--- src/rtl/writeback_queue.sv ---
// writeback_queue: circular FIFO that buffers register-file writes and drains
// one entry per cycle into a registered write port. Pending writes, including
// the one in the output register, are forwarded to two read ports.
//
// Ports:
//   clk, reset              clock and synchronous active-high reset
//   in_valid/in_ready       producer handshake; in_addr/in_data write request
//   wb_hold                 stalls draining while high
//   RegWrite/WriteAddr/
//   WriteData               registered register-file write port
//   ReadAddr1/ReadAddr2     register-file read addresses to snoop
//   hit1/hit2,
//   BypassData1/BypassData2 combinational forwarding results
//   count                   number of queued entries (output register excluded)
module writeback_queue #(
    parameter int unsigned DEPTH = 4
) (
    input  logic        clk,
    input  logic        reset,
    input  logic        in_valid,
    output logic        in_ready,
    input  logic [4:0]  in_addr,
    input  logic [31:0] in_data,
    input  logic        wb_hold,
    output logic        RegWrite,
    output logic [4:0]  WriteAddr,
    output logic [31:0] WriteData,
    input  logic [4:0]  ReadAddr1,
    input  logic [4:0]  ReadAddr2,
    output logic        hit1,
    output logic        hit2,
    output logic [31:0] BypassData1,
    output logic [31:0] BypassData2,
    output logic [3:0]  count
);

    localparam int unsigned ADDR_W = 5;
    localparam int unsigned DATA_W = 32;
    localparam int unsigned CNT_W  = 4;
    localparam int unsigned PTR_W  = (DEPTH > 1) ? $clog2(DEPTH) : 1;

    logic [ADDR_W-1:0] addr_q [DEPTH];
    logic [ADDR_W-1:0] addr_d [DEPTH];
    logic [DATA_W-1:0] data_q [DEPTH];
    logic [DATA_W-1:0] data_d [DEPTH];
    logic [PTR_W-1:0]  head_q, head_d;
    logic [PTR_W-1:0]  tail_q, tail_d;
    logic [CNT_W-1:0]  count_q, count_d;
    logic              regwrite_q, regwrite_d;
    logic [ADDR_W-1:0] waddr_q, waddr_d;
    logic [DATA_W-1:0] wdata_q, wdata_d;

    logic              push;
    logic              pop;
    logic [PTR_W-1:0]  byp_idx;

    // Handshake: a write to register 0 completes the handshake but is dropped.
    assign in_ready = (count_q < CNT_W'(DEPTH)) && !reset;
    assign push     = in_valid && in_ready && (in_addr != '0);
    assign pop      = (count_q != '0) && !wb_hold;

    // Next-state: pointers wrap naturally because DEPTH is a power of two.
    always_comb begin
        addr_d     = addr_q;
        data_d     = data_q;
        head_d     = head_q;
        tail_d     = tail_q;
        count_d    = count_q;
        regwrite_d = 1'b0;
        waddr_d    = waddr_q;
        wdata_d    = wdata_q;

        if (pop) begin
            head_d     = head_q + PTR_W'(1);
            regwrite_d = 1'b1;
            waddr_d    = addr_q[head_q];
            wdata_d    = data_q[head_q];
        end

        if (push) begin
            addr_d[tail_q] = in_addr;
            data_d[tail_q] = in_data;
            tail_d         = tail_q + PTR_W'(1);
        end

        case ({push, pop})
            2'b10:   count_d = count_q + CNT_W'(1);
            2'b01:   count_d = count_q - CNT_W'(1);
            default: count_d = count_q;
        endcase
    end

    // State registers; reset wins over any concurrent push or pop.
    always_ff @(posedge clk) begin
        if (reset) begin
            addr_q     <= '{default: '0};
            data_q     <= '{default: '0};
            head_q     <= '0;
            tail_q     <= '0;
            count_q    <= '0;
            regwrite_q <= 1'b0;
            waddr_q    <= '0;
            wdata_q    <= '0;
        end else begin
            addr_q     <= addr_d;
            data_q     <= data_d;
            head_q     <= head_d;
            tail_q     <= tail_d;
            count_q    <= count_d;
            regwrite_q <= regwrite_d;
            waddr_q    <= waddr_d;
            wdata_q    <= wdata_d;
        end
    end

    // Forwarding: output register is the oldest candidate; queued entries are
    // scanned oldest to youngest so the youngest match overrides.
    always_comb begin
        hit1        = 1'b0;
        hit2        = 1'b0;
        BypassData1 = '0;
        BypassData2 = '0;
        byp_idx     = head_q;

        if (ReadAddr1 != '0 && regwrite_q && waddr_q == ReadAddr1) begin
            hit1        = 1'b1;
            BypassData1 = wdata_q;
        end
        if (ReadAddr2 != '0 && regwrite_q && waddr_q == ReadAddr2) begin
            hit2        = 1'b1;
            BypassData2 = wdata_q;
        end

        for (int unsigned i = 0; i < DEPTH; i++) begin
            byp_idx = head_q + PTR_W'(i);
            if (CNT_W'(i) < count_q) begin
                if (ReadAddr1 != '0 && addr_q[byp_idx] == ReadAddr1) begin
                    hit1        = 1'b1;
                    BypassData1 = data_q[byp_idx];
                end
                if (ReadAddr2 != '0 && addr_q[byp_idx] == ReadAddr2) begin
                    hit2        = 1'b1;
                    BypassData2 = data_q[byp_idx];
                end
            end
        end
    end

    assign RegWrite  = regwrite_q;
    assign WriteAddr = waddr_q;
    assign WriteData = wdata_q;
    assign count     = count_q;

endmodule

--- config.mk ---
export PLATFORM = sky130hd
export DESIGN_NAME = writeback_queue
export DESIGN_NICKNAME = d
export VERILOG_FILES = /design/src/rtl/writeback_queue.sv
export SDC_FILE = /design/constraint.sdc
export NUM_CORES = 1
export LEC_CHECK = 0
export CORE_MARGIN = 8
export CORE_UTILIZATION = 35
export DETAILED_ROUTE_END_ITERATION = 10
export GPL_TIMING_DRIVEN = 0
export PLACE_DENSITY = 0.6
export SLEW_MARGIN = 30
export SYNTH_ARGS = -nofsm -noshare
export SYNTH_HDL_FRONTEND = slang
export SYNTH_SLANG_ARGS = --single-unit
--- constraint.sdc ---
create_clock -name clk -period 6 [get_ports clk]
set_input_delay 1.5 -clock clk [delete_from_list [all_inputs] [get_ports clk]]
set_output_delay 1.5 -clock clk [all_outputs]
set_load 0.05 [all_outputs]
# Word-level counts from Yosys, hierarchy flattened

Index checks and enable logic that the tools add are counted.

Bitwise gates (word level): 5
Reductions and logical operators: 24
$lt $le $gt $ge: 11
Multiplexer cells: 68
Add/subtract/negate cells: 6
Equality and inequality tests: 12

Operators by type and width:

| kind                | count |
|---|---|
| $mux 32             | 27 |
| $bmux 32 s2         | 4 |
| $bwmux 128          | 1 |
| $demux 32 s2        | 1 |
| $eq 5x5->1          | 10 |
| $mux 5              | 9 |
| $bmux 5 s2          | 4 |
| $bwmux 20           | 1 |
| $mux 1              | 19 |
| $logic_and 1x1->1   | 17 |
| $ge 3x3->1 const B  | 5 |
| $not 2->3           | 5 |
| $reduce_bool 5->1   | 3 |
| $demux 5 s2         | 1 |
| $lt 1x4->1 const A  | 2 |
| $lt 2x4->1 const A  | 2 |
| $pmux 4 s2          | 1 |
| $add 2x1->2 const B | 2 |
| $add 2x2->2 const B | 2 |
| $add 4x1->4 const B | 1 |
| $lt 4x3->1 const B  | 1 |
| $reduce_bool 4->1   | 1 |
| $sub 4x1->4 const B | 1 |
| $lt 3x1->1 const B  | 1 |
| 4 further kinds     | 5 |

Input port bits: 51
Bits in registers: 194
Output and inout port bits: 109
Logic and storage cells: 140

# Logic depth before layout (Yosys ltp)

Gate-level depths: netlist of the first run.

Depth after elaboration: 14
Mapped depth: 12
Gate-level depth less buffers: 10

# Least setup slack after synthesis of the first run

OpenSTA, ideal clock, no wires.

Kind: input -> output
Start: input port ReadAddr2[1]
End: output port BypassData2[30]
Slack: -0.465 ns
Stages on the path: 8
Data arrival time: 4.965 ns
Data required time: 4.500 ns
Buffers on the path: 2
Cell sequence: clkbuf_1 nor4_1 and2b_1 nor3_1 a22oi_1 o22ai_1 clkbuf_1 o311ai_0

Word-level cells in the longest chain between the ends: 12
Elaborated cells between the ends (all ways): 21
Those cells by class: 5 x eq/ne; 9 x mux; 7 x reduce/logical

RTL lines:

| item                            | line     | RTL |
|---|---|---|
| start, declared                 | 29       | `input logic [4:0] ReadAddr2,` |
| $reduce_bool 5->1               | 129, 141 |  |
| $logic_and 1x1->1 (2 in series) | 129      | `if (ReadAddr2 != '0 && regwrite_q && waddr_q == ReadAddr2) begin` |
| $mux 32                         | 129      |  |
| $mux 32                         | 141      | `if (ReadAddr2 != '0 && addr_q[byp_idx] == ReadAddr2) begin` |
| $mux 32                         | 136      | `if (CNT_W'(i) < count_q) begin` |
| $mux 32                         | 141      |  |
| $mux 32                         | 136      |  |
| $mux 32                         | 141      |  |
| $mux 32                         | 136      |  |
| $mux 32                         | 141      |  |
| $mux 32 *                       | 136      |  |
| end, declared                   | 33       | `output logic [31:0] BypassData2,` |

Every way passes the cells marked *; elsewhere a longest branch is shown, timed or not.

# Worst setup path after layout of the first run

Start: input port ReadAddr2[1]
End: output port BypassData2[27]

The elaborated chain is that of the path after synthesis.

==> impl_results.md, run 1 <==
- Synth warnings: 0
- Main synth FF type: dfxtp_1
- Tot GR Track Use: 27.7%
- Synth unique cells: 51
- Hold Startpoint: data_q[95]
- Clk pin slew, worst setup/hold paths: 0.08 ns
- CTS tree: built
- Fmax: roughly 170 MHz
- CP max stage cell: clkdlybuf4s15_2
- Total Wirelength: 63500 um
- Final clock skew: 0.0130 ns
- Vias: 15426
- Crit path DAT: roughly 4.5 ns
- Crit-path cells: clkbuf_2 -> nor4_2 -> and2b_1 -> nor2_1 -> a32oi_1 -> or2_1 -> clkbuf_1 -> clkbuf_4 -> nor2_1 -> o311ai_1 -> clkdlybuf4s15_2
- Worst path most repeated cell: nor2_1
- Syn Inst Count: 1837
- Critical Path Source Type: primary input
- Row Count: 71
- Min Tclk post-route: 5.99 ns
- Slowest stage delay, CP: 0.44 ns
- Longest Clk Path Bufs: 2
- Detailed-route DRC error count: 0
- Worst Path Max Fanout: 10
- Worst path required time: 4.50 ns
- Clock sink count: 194
- Setup crit end kind: output pin
- Least-Margin Pin Slew: ~1 ns
- Synthesized netlist net count: 1897
- Ys async rst share: 0%
- Reg2Reg Setup Slack: 2.38 ns
- Via density: 6.10
- Htree depth: 4
- Synthesis-to-finish area growth: 20.7%
- Synth Cell Area: between 0.01 and 0.015 mm2
- Ant diodes: 0
- Fin crit share: between 90% and 100%
- Number of enable flip-flop cells after synthesis: 0
- First-pass GRT wire length: 93700 um
- Final hold violation count: 0
- Register-to-Register Path Depth: 10
- Max cap viols: 0
- Kind of critical path: in2out
- Final Max Tran Viols: 0
- Setup WS pre-CTS: -1.03 ns
- Core area: between 0.03 and 0.04 mm2
- Starting Density: 35.4%
- Gp weighted congestion: a little under 1
- Num ports: 160
- DIE AREA: approximately 0.044 mm2
- Wire per inst: 25.1 um
- Die W: 211 um
- Hold path cells: 2
- Commonest cells after routing, fill and taps aside: 413 x nand2_1, 284 x a21oi_1, 194 x dfxtp_1, 104 x nor2_1, 102 x clkbuf_1
- Most common cell after layout, fill and taps aside: nand2_1
- Num CTS Buffers: 17
- Status: complete, no violations
- Layout cells sized above 1: 11.1%
- Post-synthesis register bit count: between 150 and 200
- Slew Limit Headroom: between 30% and 40%
- Hpwl dp: ~46000 um
- Overflow after GRT: 0
- Initial antenna violation count: 0
- Layout Nets: 2066
- Root Buffer: clkbuf_16
- Initial DRC Count: 2013
- Hold endpoint: data_q[95]
- Final setup violation count: 0
- Inst Count DP: roughly 2500
- Die Ht: 211 um
- Number of global-route vias before repair: 14649
- P_leak: between 5 and 6 nW
- Final cell count without fillers: approximately 2500
- Worst R2R Start: count[2]
- PD cells: 335 mW/mm2
- Pwr Total: 0.00537 W
- Drt pass-1 iters: 6
- Hold WC Path Type: reg2reg
- Setup ws final: about 0.0084 ns
- Final TNS setup: 0 ns
- Worst skew pair latency: between 0.4 and 0.5 ns
- Port buffer count: 148
- Pin count of the biggest net entering global routing: 17
- Mean Syn Cell Area: 7.23 um2
- R2r endpoint: data_q[56]
- Maximum VDD drop: between 200 and 250 uV
- Antenna viol nets, final: 0
- Register area share after synthesis: between 20% and 30%
- Fill cell count: between 3000 and 4000
-- stage by stage --
| step | util [%] | hold WS (ns) | instance area, um2 |
|---|---|---|---|
| after floorplan | - | 0.441 | 13300 |
| after global placement | 41.1 | 0.450 | 15400 |
| after detailed placement | 41.1 | 0.457 | 15400 |
| after CTS | 42.9 | 0.468 | 16100 |
| after global routing | 42.8 | 0.491 | 16000 |
| final | 42.8 | 0.468 | 16000 |
-- synth_stat cells (34+ instances only) --
master / instances / area, um2
a211oi_1: 65 / 488
a21oi_1: 284 / 1420
a221oi_1: 64 / 561
buf_2: 38 / 190
clkbuf_1: 121 / 454
dfxtp_1: 194 / 3880
mux2i_1: 91 / 911
nand2_1: 413 / 1550
nand3_1: 66 / 330
nor2_1: 104 / 390
o21ai_0: 36 / 180
o311ai_1: 52 / 455
or3_1: 34 / 213
xnor2_1: 54 / 473
-- metal layers --
layer	track usage (%)	part of all wire, %
met1	36.7	41
met2	41.1	42
met3	6.54	12
met4	14.8	5.6
met5	0.111	0
-- cells by family after synthesis --
kind of cell | after synthesis | share of synthesized area (%)
simple gates | 724 | 23.9
compound gates | 530 | 25.1
flops | 194 | 29.2
buf+inv | 185 | 6.01
mux | 130 | 10.6
xor+xnor | 65 | 4.28
fa+ha+maj | 9 | 0.847
-- what timing repair did --
item | in CTS | in global routing
setup buffers | 2 | 0
endpoints found under the setup margin | 65 | 63
gates resized for setup | 182 | 96
cloned | 0 | 0
hold buffers | 0 | 0
pin swaps | 1 | 0
endpoints found under the hold margin | 0 | 0
-- critical path: cells and delay by family --
family          cells  cell delay, ns
compound gates      2            0.68
buf+inv             4            1.33
simple gates        5            0.97
-- power by group --
| group | leakage (nW) | switching, W | total [W] | internal, W |
|---|---|---|---|---|
| combinational | 3.34 | 0.00191 | 0.00263 | 0.000714 |
| clock | 0.302 | 0.000557 | 0.00126 | 0.000704 |
| sequential | 1.57 | 0.000106 | 0.00148 | 0.00138 |
-- sequential cells by signal, summed over array words and instances, names as in the netlist --
register	flops
data_q	128
WriteData	32
addr_q	20
WriteAddr	5
count	4
head_q	2
tail_q	2
RegWrite	1
-- worst max-delay path by stage --
| stage | startpoint | end | slack, ns | cells after the start |
|---|---|---|---|---|
| after floorplan | ReadAddr2[1] | BypassData2[11] | 0.06 | 8 |
| after global placement | ReadAddr2[1] | BypassData2[30] | -0.99 | 9 |
| after detailed placement | ReadAddr2[1] | BypassData2[30] | -1.03 | 9 |
| after CTS | ReadAddr1[0] | BypassData1[1] | 0.0001 | 9 |
| after global routing | ReadAddr2[1] | BypassData2[16] | -0.06 | 11 |
| final | ReadAddr2[1] | BypassData2[27] | 0.008 | 11 |
-- cell type report --
type | count | area, um2 | area share (%)
tap | 511 | 639 | 3.99
buffer | 178 | 812 | 5.06
clock inverter | 11 | 176 | 1.10
multi-input combinational | 1458 | 8700 | 54.2
timing repair buffer | 150 | 1370 | 8.52
sequential | 194 | 3880 | 24.2
inverter | 7 | 26.3 | 0.164
clock buffer | 21 | 440 | 2.75
Power figures use the tool's default switching activity.
==> inputs of run 2 (changes only) <==
--- a/config.mk
+++ b/config.mk
@@ -5,6 +5,7 @@
 export SDC_FILE = /design/constraint.sdc
 export NUM_CORES = 1
 export LEC_CHECK = 0
+export ABC_CLOCK_PERIOD_IN_PS = 6000
 export CORE_MARGIN = 8
 export CORE_UTILIZATION = 35
 export DETAILED_ROUTE_END_ITERATION = 10
@@ -14,3 +15,4 @@
 export SYNTH_ARGS = -nofsm -noshare
 export SYNTH_HDL_FRONTEND = slang
 export SYNTH_SLANG_ARGS = --single-unit
+export TNS_END_PERCENT = 1
==> run 2 against run 1 <==
  * Count of clock-buffer cells in the layout fell by 1
  * Sequential share of layout area hardly changed
  * Die area unchanged
  * The run now ends with negative setup slack left
  * First-iteration DRC count is 8.2% lower
  * Largest power group unchanged
==> impl_results.md, run 2 (synthesis results as in run 1) <==
- DIE AREA: 0.0445 mm2 (unchanged)
- Hpwl dp: 46200 um (+1.0%)
- Clk pin slew, worst setup/hold paths: 0.08 ns (about the same)
- Critical Path Source Type: primary input
- Worst Path Max Fanout: 10 (unchanged)
- Num ports: 160 (unchanged)
- Worst R2R Start: count[2]
- Longest Clk Path Bufs: 2 (unchanged)
- Pin count of the biggest net entering global routing: 17 (unchanged)
- Slew Limit Headroom: 35.5% (+1.5 points)
- Setup ws final: -0.0879 ns (-0.0963 ns)
- Initial antenna violation count: 0 (unchanged)
- Root Buffer: clkbuf_16
- Worst skew pair latency: 0.46 ns (about the same)
- Number of global-route vias before repair: 14821 (+1.2%)
- Failing checks: negative setup slack
- Maximum VDD drop: 254 uV (+11%)
- Top reg by flops: data_q
- Final instance area: 0.0160 mm2 (about the same)
- Final core utilization: 42.8% (about the same)
- Core area: 0.0375 mm2 (unchanged)
- Max cap viols: 0 (unchanged)
- Port buffer count: 148 (unchanged)
- Ant diodes: 0 (unchanged)
- Hold WC Path Type: reg2reg
- Most common cell after layout, fill and taps aside: nand2_1
- Pwr Total: 0.00533 W (-0.83%)
- Htree depth: 4 (unchanged)
- Crit path launch: ReadAddr2[0]
- Synthesis-to-finish area growth: 20.7% (about the same)
- Crit-path cells: clkbuf_1 -> and2b_1 -> nor2_1 -> a32oi_1 -> nor2_1 -> clkbuf_1 -> nand3_1 -> o211ai_1 -> clkdlybuf4s18_2
- PD cells: 332 mW/mm2 (-0.78%)
- Final Max Tran Viols: 0 (unchanged)
- Max reg flops: 128 (unchanged)
- Die W: 211 um (unchanged)
- Layout Nets: 2064 (-0.097%)
- Hold Startpoint: data_q[83]
- Crit-path leading delay family: buffers and inverters
- Gp weighted congestion: 0.988 (+0.66%)
- Inst Count DP: 2496 (unchanged)
- Wire per inst: 25.5 um (+1.7%)
- Slowest stage delay, CP: 0.58 ns (+0.14 ns)
- Drt pass-1 iters: 8 (+2)
- Final setup violation count: 14 (+14)
- RSZ-0062 raised after global routing: yes
- Vias: 15555 (+0.84%)
- Starting Density: 35.4% (unchanged)
- Final cell count without fillers: 2527 (-0.12%)
- Hold_ws: 0.470 ns (+0.00158 ns)
- Detailed-route DRC error count: 0 (unchanged)
- Placed inst area: 0.0154 mm2 (unchanged)
- Die Ht: 211 um (unchanged)
- Fmax: 164 MHz (-1.6%)
- Layout cells sized above 1: 11.0% (-0.13 points)
- Row Count: 71 (unchanged)
- Least-Margin Pin Slew: 0.967 ns (-0.0222 ns)
- CP max stage cell: clkbuf_1
- Total Wirelength: 64500 um (+1.6%)
- Kind of critical path: in2out
- Initial DRC Count: 1848 (-8.2%)
- Commonest cells after routing, fill and taps aside: 413 x nand2_1, 284 x a21oi_1, 194 x dfxtp_1, 104 x nor2_1, 103 x clkbuf_1
- Min Tclk post-route: 6.09 ns (+0.0963 ns)
- Setup crit end kind: output pin
- Clock sink count: 194 (unchanged)
- Status: finished, violations left
- Via density: 6.16 (+0.96%)
- Num CTS Buffers: 17 (unchanged)
- CTS tree: built
- Final clock skew: 0.0138 ns (+0.000799 ns)
- Hold_buf cts: 0 (unchanged)
- Buf+Inv Stages, Crit Path: 3 (-1)
- Antenna viol nets, final: 0 (unchanged)
- Fin crit share: 101% (+1.6 points)
- Crit path DAT: 4.59 ns (+0.10 ns)
- Final hold violation count: 0 (unchanged)
- Tot GR Track Use: 27.9% (+0.25 points)
- Post-CTS Setup Inserts: 0 (-2)
- Overflow after GRT: 0 (unchanged)
- P_leak: 5.12 nW (-1.8%)
- Worst path required time: 4.50 ns (about the same)
- First-pass GRT wire length: 94000 um (+0.29%)
==> run 2: per-stage QoR <==
| stage | setup TNS, ns | setup slack (ns) |
|---|---|---|
| 2_1_floorplan | -0.482 | -0.339 |
| 3_3_place_gp | -47.50 | -1.08 |
| 3_5_place_dp | -50.87 | -1.05 |
| 4_1_cts | -0.0200 | -0.0122 |
| 5_1_grt | -1.98 | -0.190 |
| 6_report | -0.709 | -0.0879 |
==> run 2: worst paths after layout <==
check | to | slack, ns | cells past startpoint
worst max-delay path | BypassData2[31] | -0.09 | 9
worst min-delay path | data_q[83] | 0.47 | 2
worst max register to register | data_q[54] | 2.37 | 10
worst min register to register | data_q[83] | 0.47 | 2
==> run 2: tightest hold or removal path, cell delays in order, from the launching register on <==
cell	delay (ns)
dfxtp_1	0.32
nand2_1	0.05
a21oi_1	0.05
==> run 2: metal layers <==
layer / track usage (%) / vias to the layer above / routed length, um / share of wire, %
met1: 36.8 / 7407 / 26500 / 41
li1: - / 6848 / - / -
met2: 41.5 / 1082 / 27000 / 42
met5: 0 / - / 0 / 0
met4: 16.7 / 0 / 3920 / 6.1
met3: 5.96 / 218 / 7100 / 11
==> run 2: timing repair <==
action | CTS | global route
setup endpoints to repair | 65 | 58
gates resized for setup | 217 | 74
pin swaps | 1 | 0
==> run 2: cell type report <==
class | count | area, um2
buffer | 178 | 807
clock buffer | 20 | 457
clock inverter | 11 | 129
fill | 3962 | 21500
inverter | 7 | 26.3
multi-input combinational | 1458 | 8670
sequential | 194 | 3880
tap | 511 | 639
timing repair buffer | 148 | 1420
==> run 2: report_power, final <==
group	internal (W)	total, W	switching (W)	leakage (nW)
logic	0.000715	0.00264	0.00193	3.27
clock network	0.000639	0.00120	0.000561	0.277
registers	0.00138	0.00148	0.000106	1.57
total	0.00273	0.00533	0.00260	5.12
